## src/rtl/onecold6_decoder_if.sv

```systemverilog
// -----------------------------------------------------------------------------
// onecold6_decoder_if
//   Handshake bundle for the one-cold decoder: an input stream of 6-bit code
//   words and an output stream of decoded {idx, err} results.
//
//   in_valid  : source presents in_code
//   in_ready  : decoder can accept a word this cycle
//   in_code   : 6-bit code word, bit i = y[i] of the generator
//   out_valid : decoder FIFO head holds a result
//   out_ready : consumer takes the head this cycle
//   out_idx   : decoded index of the head entry
//   out_err   : head entry came from an illegal word
//
//   master : the side that sources code words and consumes results
//   slave  : the decoder itself
// -----------------------------------------------------------------------------
interface onecold6_decoder_if;
  logic       in_valid;
  logic       in_ready;
  logic [5:0] in_code;
  logic       out_valid;
  logic       out_ready;
  logic [2:0] out_idx;
  logic       out_err;

  modport master (
    output in_valid,
    output in_code,
    output out_ready,
    input  in_ready,
    input  out_valid,
    input  out_idx,
    input  out_err
  );

  modport slave (
    input  in_valid,
    input  in_code,
    input  out_ready,
    output in_ready,
    output out_valid,
    output out_idx,
    output out_err
  );
endinterface

```

## src/rtl/onecold6_decoder.sv

```systemverilog
// -----------------------------------------------------------------------------
// onecold6_decoder
//   Registered inverse of the 3-bit to 6-bit one-cold code generator.
//   Accepted code words are decoded to a 3-bit index and pushed into a
//   2-entry FIFO; words outside the code set are stored as idx=0, err=1 and
//   counted in a saturating error counter.
//
//   Parameters
//     EXT_CODES : 1 -> 101011 decodes to 6 and 010111 to 7; 0 -> both illegal
//     ERR_W     : width of err_cnt
//
//   Ports
//     clk     : clock, all state on rising edge
//     rst     : asynchronous, active-high reset
//     bus     : code-word input stream and result output stream (slave side)
//     err_clr : synchronous clear of err_cnt
//     err_cnt : saturating count of accepted illegal words
//
//   Outputs carry no combinational path from in_valid/in_code: in_ready is a
//   function of the entry count, out_* are a function of FIFO registers only.
// -----------------------------------------------------------------------------
module onecold6_decoder #(
  parameter bit EXT_CODES = 1'b1,
  parameter int ERR_W     = 8
) (
  input  logic                 clk,
  input  logic                 rst,
  onecold6_decoder_if.slave    bus,
  input  logic                 err_clr,
  output logic [ERR_W-1:0]     err_cnt
);

  typedef struct packed {
    logic [2:0] idx;
    logic       err;
  } entry_t;

  localparam entry_t ENTRY_EMPTY = '{idx: 3'd0, err: 1'b0};
  localparam logic [ERR_W-1:0] ERR_MAX = '1;

  // ---------------------------------------------------------------------------
  // Decode of the presented word (only stored when accepted)
  // ---------------------------------------------------------------------------
  entry_t dec;

  always_comb begin
    // NOTE: assign a default before the case so every path drives dec;
    // otherwise synthesis infers a latch for the unlisted code words.
    dec = '{idx: 3'd0, err: 1'b1};
    case (bus.in_code)
      6'b111110: dec = '{idx: 3'd0, err: 1'b0};
      6'b111101: dec = '{idx: 3'd1, err: 1'b0};
      6'b111011: dec = '{idx: 3'd2, err: 1'b0};
      6'b110111: dec = '{idx: 3'd3, err: 1'b0};
      6'b101111: dec = '{idx: 3'd4, err: 1'b0};
      6'b011111: dec = '{idx: 3'd5, err: 1'b0};
      // Extended words sit outside the one-cold set and are optional.
      6'b101011: if (EXT_CODES) dec = '{idx: 3'd6, err: 1'b0};
      6'b010111: if (EXT_CODES) dec = '{idx: 3'd7, err: 1'b0};
      default:   ;
    endcase
  end

  // ---------------------------------------------------------------------------
  // 2-entry FIFO
  // ---------------------------------------------------------------------------
  entry_t     mem [2];
  logic       wr_ptr;
  logic       rd_ptr;
  logic [1:0] count;

  logic push;
  logic pop;

  assign bus.in_ready  = (count != 2'd2);
  assign bus.out_valid = (count != 2'd0);

  assign push = bus.in_valid  & bus.in_ready;
  assign pop  = bus.out_valid & bus.out_ready;

  // A popped slot keeps its old contents, so the head is gated to zero when
  // the FIFO is empty.
  assign bus.out_idx = bus.out_valid ? mem[rd_ptr].idx : 3'd0;
  assign bus.out_err = bus.out_valid ? mem[rd_ptr].err : 1'b0;

  always_ff @(posedge clk or posedge rst) begin
    if (rst) begin
      // NOTE: the two storage slots are reset too, because a cleared FIFO is
      // part of the defined reset state; larger buffers would normally not be.
      for (int i = 0; i < 2; i++) begin
        mem[i] <= ENTRY_EMPTY;
      end
      wr_ptr <= 1'b0;
      rd_ptr <= 1'b0;
      count  <= 2'd0;
    end else begin
      // NOTE: non-blocking assignments throughout so every register samples
      // pre-edge values regardless of statement order.
      if (push) begin
        mem[wr_ptr] <= dec;
        wr_ptr      <= ~wr_ptr;
      end
      if (pop) begin
        rd_ptr <= ~rd_ptr;
      end
      // Push and pop together leave the count unchanged; at count=1 the new
      // entry lands in the slot the read pointer moves to.
      case ({push, pop})
        2'b10:   count <= count + 2'd1;
        2'b01:   count <= count - 2'd1;
        default: ;
      endcase
    end
  end

  // ---------------------------------------------------------------------------
  // Saturating error counter, updated at accept time
  // ---------------------------------------------------------------------------
  logic count_err;

  assign count_err = push & dec.err;

  always_ff @(posedge clk or posedge rst) begin
    if (rst) begin
      err_cnt <= '0;
    end else if (err_clr) begin
      // A clear coinciding with an illegal accept still records that word.
      err_cnt <= count_err ? ERR_W'(1) : '0;
    end else if (count_err && (err_cnt != ERR_MAX)) begin
      err_cnt <= err_cnt + ERR_W'(1);
    end
  end

endmodule

```

## src/flat_wrapper.sv

```systemverilog
// flat-port wrapper written by rule: the top's interface ports become plain ports
module onecold6_decoder_flat 
#(
  parameter bit EXT_CODES = 1'b1,
  parameter int ERR_W     = 8
)
  (clk, rst, err_clr, err_cnt, bus_in_valid, bus_in_code, bus_out_ready, bus_in_ready, bus_out_valid, bus_out_idx, bus_out_err);
  onecold6_decoder_if bus_i ();
  input  logic clk;
  input  logic rst;
  input  logic err_clr;
  output logic [ERR_W-1:0] err_cnt;
  input wire logic [$bits(bus_i.in_valid)-1:0] bus_in_valid;
  input wire logic [$bits(bus_i.in_code)-1:0] bus_in_code;
  input wire logic [$bits(bus_i.out_ready)-1:0] bus_out_ready;
  output wire logic [$bits(bus_i.in_ready)-1:0] bus_in_ready;
  output wire logic [$bits(bus_i.out_valid)-1:0] bus_out_valid;
  output wire logic [$bits(bus_i.out_idx)-1:0] bus_out_idx;
  output wire logic [$bits(bus_i.out_err)-1:0] bus_out_err;
  assign bus_i.in_valid = bus_in_valid;
  assign bus_i.in_code = bus_in_code;
  assign bus_i.out_ready = bus_out_ready;
  assign bus_in_ready = bus_i.in_ready;
  assign bus_out_valid = bus_i.out_valid;
  assign bus_out_idx = bus_i.out_idx;
  assign bus_out_err = bus_i.out_err;
  onecold6_decoder #(.EXT_CODES(EXT_CODES), .ERR_W(ERR_W)) u_core (.clk(clk), .rst(rst), .bus(bus_i), .err_clr(err_clr), .err_cnt(err_cnt));
endmodule
```

## config.mk

```make
export PLATFORM = sky130hd
export DESIGN_NAME = onecold6_decoder_flat
export DESIGN_NICKNAME = d
export VERILOG_FILES = /design/src/rtl/onecold6_decoder_if.sv /design/src/rtl/onecold6_decoder.sv /design/src/flat_wrapper.sv
export SDC_FILE = /design/constraint.sdc
export NUM_CORES = 1
export LEC_CHECK = 0
export ABC_AREA = 1
export BUFFER_PORTS_ARGS = -buffer_cell sky130_fd_sc_hd__buf_2
export CAP_MARGIN = 20
export CORE_UTILIZATION = 25
export CTS_CLUSTER_DIAMETER = 80
export DETAILED_ROUTE_END_ITERATION = 12
export GPL_TIMING_DRIVEN = 0
export SYNTH_ARGS = -nofsm -noshare
export SYNTH_HDL_FRONTEND = slang
export SYNTH_SLANG_ARGS = --single-unit
```

## constraint.sdc

```tcl
create_clock -name clk -period 2 [get_ports clk]
set_clock_uncertainty 0.05 [all_clocks]
set_input_delay 0.2 -clock clk [delete_from_list [all_inputs] [get_ports clk]]
set_output_delay 0.2 -clock clk [all_outputs]
set_load 0.005 [all_outputs]
```

# After elaboration in Yosys (flattened, before gate mapping)
# Cells that the tools add are included.
[totals]
mem_bits_ro = 0
memories = 0
inputBits = 11
regBits = 20
latchBits = 0
output_inout_bits = 14
ram_bits = 0
[classes]
n_bitwise = 7
n_addsub = 3
n_eq_ne = 12
reduce_logical = 5
shifts = 0
mux = 13
mul = 0
magnitude_cmp = 3
div = 0
[op_table]
columns = ["op", "count"]
rows = [
  ["6-bit == test (second input constant)", 6],
  ["4-bit case mux with 8 select lines", 1],
  ["4-bit 2-to-1 mux", 4],
  ["8-bit 2-to-1 mux", 2],
  ["6-bit by 5-bit == test with 1-bit output (second input constant)", 2],
  ["8-bit by 1-bit adder with 8-bit output (second input constant)", 1],
  ["8-bit bitwise mux", 1],
  ["8-bit inequality test (second input constant)", 1],
  ["2-bit nonzero test", 3],
  ["4-bit demux with 1-bit select", 1],
  ["2-bit >= comparator (second input constant)", 2],
  ["1-bit inverter with 2-bit output", 2],
  ["2-bit case mux with 2 select lines", 1],
  ["1-bit bitwise AND", 3],
  ["3-bit 2-to-1 mux", 1],
  ["2-bit by 1-bit adder with 2-bit output (second input constant)", 1],
  ["2-bit by 1-bit == test with 1-bit output (second input constant)", 1],
  ["2-bit == test (second input constant)", 1],
  ["1-bit logical AND", 2],
  ["2-bit by 1-bit less-than comparator with 1-bit output (second input constant)", 1],
  ["1-bit 2-to-1 mux", 2],
  ["2-bit inequality test (second input constant)", 1],
  ["1-bit inverter", 2],
  ["2-bit by 1-bit subtractor with 2-bit output (second input constant)", 1],
]

# Longest topological paths before layout
[logic_depth]
depth_word = 6
depth_mapped = 9
mapped_depth_nobuf = 9

# Worst setup path before layout
# Ideal clock, no wire load.
[synth_timing]
kind = "register -> register"
startpoint = "register u_core.count[0]"
endpoint = "register u_core.count[1]"
period_less_slack_ns = 1.594
path_stages_with_launch = 9
setup_slack_ns = 0.406
t_arrival_ns = 1.420
path_cell_list = "dfrtp_1 nor2_1 inv_1 nand2_1 inv_1 ha_1 a21oi_1 o21ai_0 xnor2_1"
[synth_via]
elab_chain_len = 4
elab_cells_between_ends = 10
cone_classes = "2 x add/sub; 3 x eq/ne; 1 x mux; 2 x bitwise; 2 x reduce/logical"
[synth_lines]
columns = ["element", "line_no", "source"]
rows = [
  ["from (decl)", "onecold6_decoder.sv:70", "logic [1:0] count;"],
  ["from (signal assigned)", "onecold6_decoder.sv:109", "2'b10: count <= count + 2'd1;"],
  ["from (signal assigned)", "onecold6_decoder.sv:110", "2'b01: count <= count - 2'd1;"],
  ["2-bit nonzero test (*)", "onecold6_decoder.sv:76", "assign bus.out_valid = (count != 2'd0);"],
  ["net bus_out_valid", "flat_wrapper.sv:17", "output wire logic [$bits(bus_i.out_valid)-1:0] bus_out_valid;"],
  ["1-bit bitwise AND (*)", "onecold6_decoder.sv:79", "assign pop = bus.out_valid & bus.out_ready;"],
  ["net u_core.pop", "onecold6_decoder.sv:73", "logic pop;"],
  ["2-bit by 1-bit == test with 1-bit output or 2-bit == test (tied branches)", "onecold6_decoder.sv:108", "case ({push, pop})"],
  ["2-bit case mux with 2 select lines or 2-bit nonzero test (tied branches)", "n/a", ""],
]
# The timed path passes the listed nets; every way through them passes the cells marked *.
# A chain may end at the register's enable or synchronous reset.

# Final worst setup path
[layout_timing]
startpoint = "register u_core.count[0]"
endpoint = "register u_core.count[1]"
[layout_via]
elab_chain_len = 4
elab_cells_between_ends = 10
cone_classes = "2 x add/sub; 3 x eq/ne; 1 x mux; 2 x bitwise; 2 x reduce/logical"
[layout_lines]
columns = ["element", "line_no"]
rows = [
  ["2-bit nonzero test (*)", "onecold6_decoder.sv:76"],
  ["1-bit bitwise AND (*)", "onecold6_decoder.sv:79"],
  ["net u_core.pop", "onecold6_decoder.sv:73"],
  ["2-bit by 1-bit == test with 1-bit output or 2-bit == test (tied branches)", "onecold6_decoder.sv:108"],
  ["2-bit case mux with 2 select lines or 2-bit nonzero test (tied branches)", "n/a"],
]
# Marked as above.

==> results.json <==
{
  "cts_hold_buf": 0,
  "setup_tns_ns": 0,
  "place_congestion": 0.7100,
  "cts-root-buf": "clkbuf_8",
  "vias_per_cell": 4.418,
  "syn_area_per_cell_um2": 7.393,
  "grt_pass1_vias": 974,
  "worstPathCellList": "nor2_1, inv_1, nand2_1, inv_1, ha_1, a21oi_1, o21ai_0, xnor2_1",
  "wirelength_um": 2556,
  "dieArea_um2": 5132,
  "diodes": 0,
  "grt_first_pass_wirelength_um": 4360,
  "synth.distinct_cells": 21,
  "fin_util_pct": 32.61,
  "core-area_um2": 4504,
  "ys_seq_area_share_pct": 41.28,
  "insertion_delay_ns": 0.27,
  "fmax_mhz": 564.5,
  "wl_per_cell_um": 10.48,
  "final_common_cell": "nand2_1",
  "grt_start_max_net_pins": 21,
  "crit_top_cell": "inv_1",
  "synth_seq_cells": 20,
  "synth_nets": 177,
  "critPathLaunchType": "flip-flop",
  "setup.worst_path.end_class": "flip-flop",
  "cp_slowest_cell": "dfrtp_1",
  "hold_viol": 0,
  "htree_levels": 1,
  "ios": 25,
  "via_count": 1078,
  "rsz0062_at_grt": "false",
  "slew_viol_final": 0,
  "yosysWarnings": 0,
  "io_buffers": 24,
  "slowest_delay_ns": 0.44,
  "clk_path_buf_depth": 2,
  "hp-class": "in -> async",
  "cts_tree": "done",
  "die_height_um": 71.64,
  "first_pass_iters": 5,
  "critPathRequiredTime_ns": 2.11,
  "die_width_um": 71.64,
  "crit_fanout": 5,
  "tightest_slew_ns": 0.7759,
  "clkTransAtPathRegs_ns": 0.08,
  "grtUsageTotal_pct": 10.87,
  "synth.top_cell.area_share_pct": 41.28,
  "ys_top_cells_by_area": "dfrtp_1 (41%), nand2_1 (15%), inv_1 (6.8%), nand3_1 (5.4%), nor2_1 (5.0%)",
  "antenna_found_initial": 0,
  "p_leak_uw": 0.0008488,
  "power_density_nw_per_um2": 1048,
  "clock-sinks": 20,
  "final_cell_mix": "nand2_1 (49), buf_2 (25), inv_1 (22), dfrtp_1 (20), nor2_1 (16)",
  "syn_inst": 164,
  "fin_crit_ns": 1.771,
  "finalSetupViolations": 0,
  "vdd_drop_max_mv": 0.2796,
  "cts_buffers": 3,
  "ctsResizeCount": 0,
  "slew_headroom_pct": 48.22,
  "final_layout_size_suffix_gt1_share_pct": 21.88,
  "drtIter0Drc": 90,
  "syn_area_um2": 1212,
  "cts_setup_buffers": 0,
  "synth_top_area_cell": "dfrtp_1",
  "syn2layout_area_growth_pct": 21.16,
  "dpl.cell_count": 240,
  "rows": 24,
  "worst-setup-path-type": "reg -> reg",
  "fin_nets": 206,
  "post-route-period-util_pct": 88.57,
  "drc_errors": 0,
  "ant_nets": 0,
  "status": "completed",
  "max-cap-violations": 0,
  "initial_core_util_pct": 26.92,
  "grt_overflow_total": 0,
  "crit_arrival_ns": 1.88,
  "final_cell_count_no_fill": 244,
  "dp_hpwl_um": 1895
}
per-layer routing:
layer	vias up	GRT usage (%)	share of wire, %
met2	27	16.14	44
met3	5	1.828	4.5
met5	-	0	0
met4	0	6.100	2.2
met1	474	14.95	50
li1	572	-	-
registers in the layout, indices dropped and copies added (netlist names):
name and cells:
u_core.err_cnt 8, u_core.mem 8, u_core.count 2, u_core.rd_ptr 1, u_core.wr_ptr 1
report_power, final:
group	total, µW	internal [µW]	leakage (µW)	switching [µW]
Sequential	609	514	0.000262	95.4
Combinational	515	218	0.000551	297
Clock	416	268	0.0000357	148
Total	1540	1000	0.000849	540
Yosys cell counts (all sizes together):
library cell  number
dfrtp             20
nand3             14
nor3               2
ha                 2
buf                1
a21oi              5
nor2              19
nand2             54
nand4              7
xnor2              2
nand3b             1
xor2               4
o21ai              8
clkinv             1
inv               24
area by class of cell:
class                   count  area [µm²]
fillers                   489        3035
multi-input cells         118       613.1
flip-flops and latches     20       500.5
repair buffers             24       120.1
inverters                  25       93.84
well taps                  52       65.06
clock buffers               3       41.29
clock inverters             1       30.03
plain buffers               1       5.005
through the flow:
step / area (µm²) / hold WS [ns] / power, µW / setup WS (ns)
floorplan: 1212 / 0.1138 / 965.4 / 0.4061
finish: 1469 / 0.01088 / 1540 / 0.2286
detailed placement: 1398 / 0.3445 / 1142 / 0.2381
global placement: 1398 / 0.3409 / 1131 / 0.2750
global route: 1469 / 0.07470 / 1655 / 0.02434
CTS: 1469 / 0.04500 / 1564 / 0.2202
critical path, delay by kind of cell (launching register included):
kind,cells,cell delay [ns]
XOR/XNOR,1,0.14
flip-flops,1,0.44
AND/OR/NAND/NOR,2,0.31
AO/OA/AOI/OAI,2,0.24
buffers and inverters,2,0.17
adder cells (fa/ha/maj),1,0.31
logic make-up after synthesis:
logic type / after synthesis / share of synthesized area (%)
simple gates: 97 / 38.80
compound gates: 13 / 5.365
flops: 20 / 41.28
xor+xnor: 6 / 4.334
fa+ha+maj: 2 / 2.064
buf+inv: 26 / 8.152
path summary, 6_finish.rpt:
check                                           endpoint  cells after the start  slack (ns)                        start
min reg2reg                    u_core.mem[4]$_DFFE_PP0P_                      2        0.43    u_core.mem[4]$_DFFE_PP0P_
min in group clk               u_core.rd_ptr$_DFFE_PP0P_                      3        0.16                bus_out_ready
max reg2reg                  u_core.count[1]$_DFFE_PP0P_                      8        0.23  u_core.count[0]$_DFFE_PP0P_
max                          u_core.count[1]$_DFFE_PP0P_                      8        0.23  u_core.count[0]$_DFFE_PP0P_
max in group asynchronous  u_core.err_cnt[3]$_DFFE_PP0P_                      2        1.40                          rst
min                            u_core.wr_ptr$_DFFE_PP0P_                      2        0.01                          rst
Power figures use the tool's default switching activity.
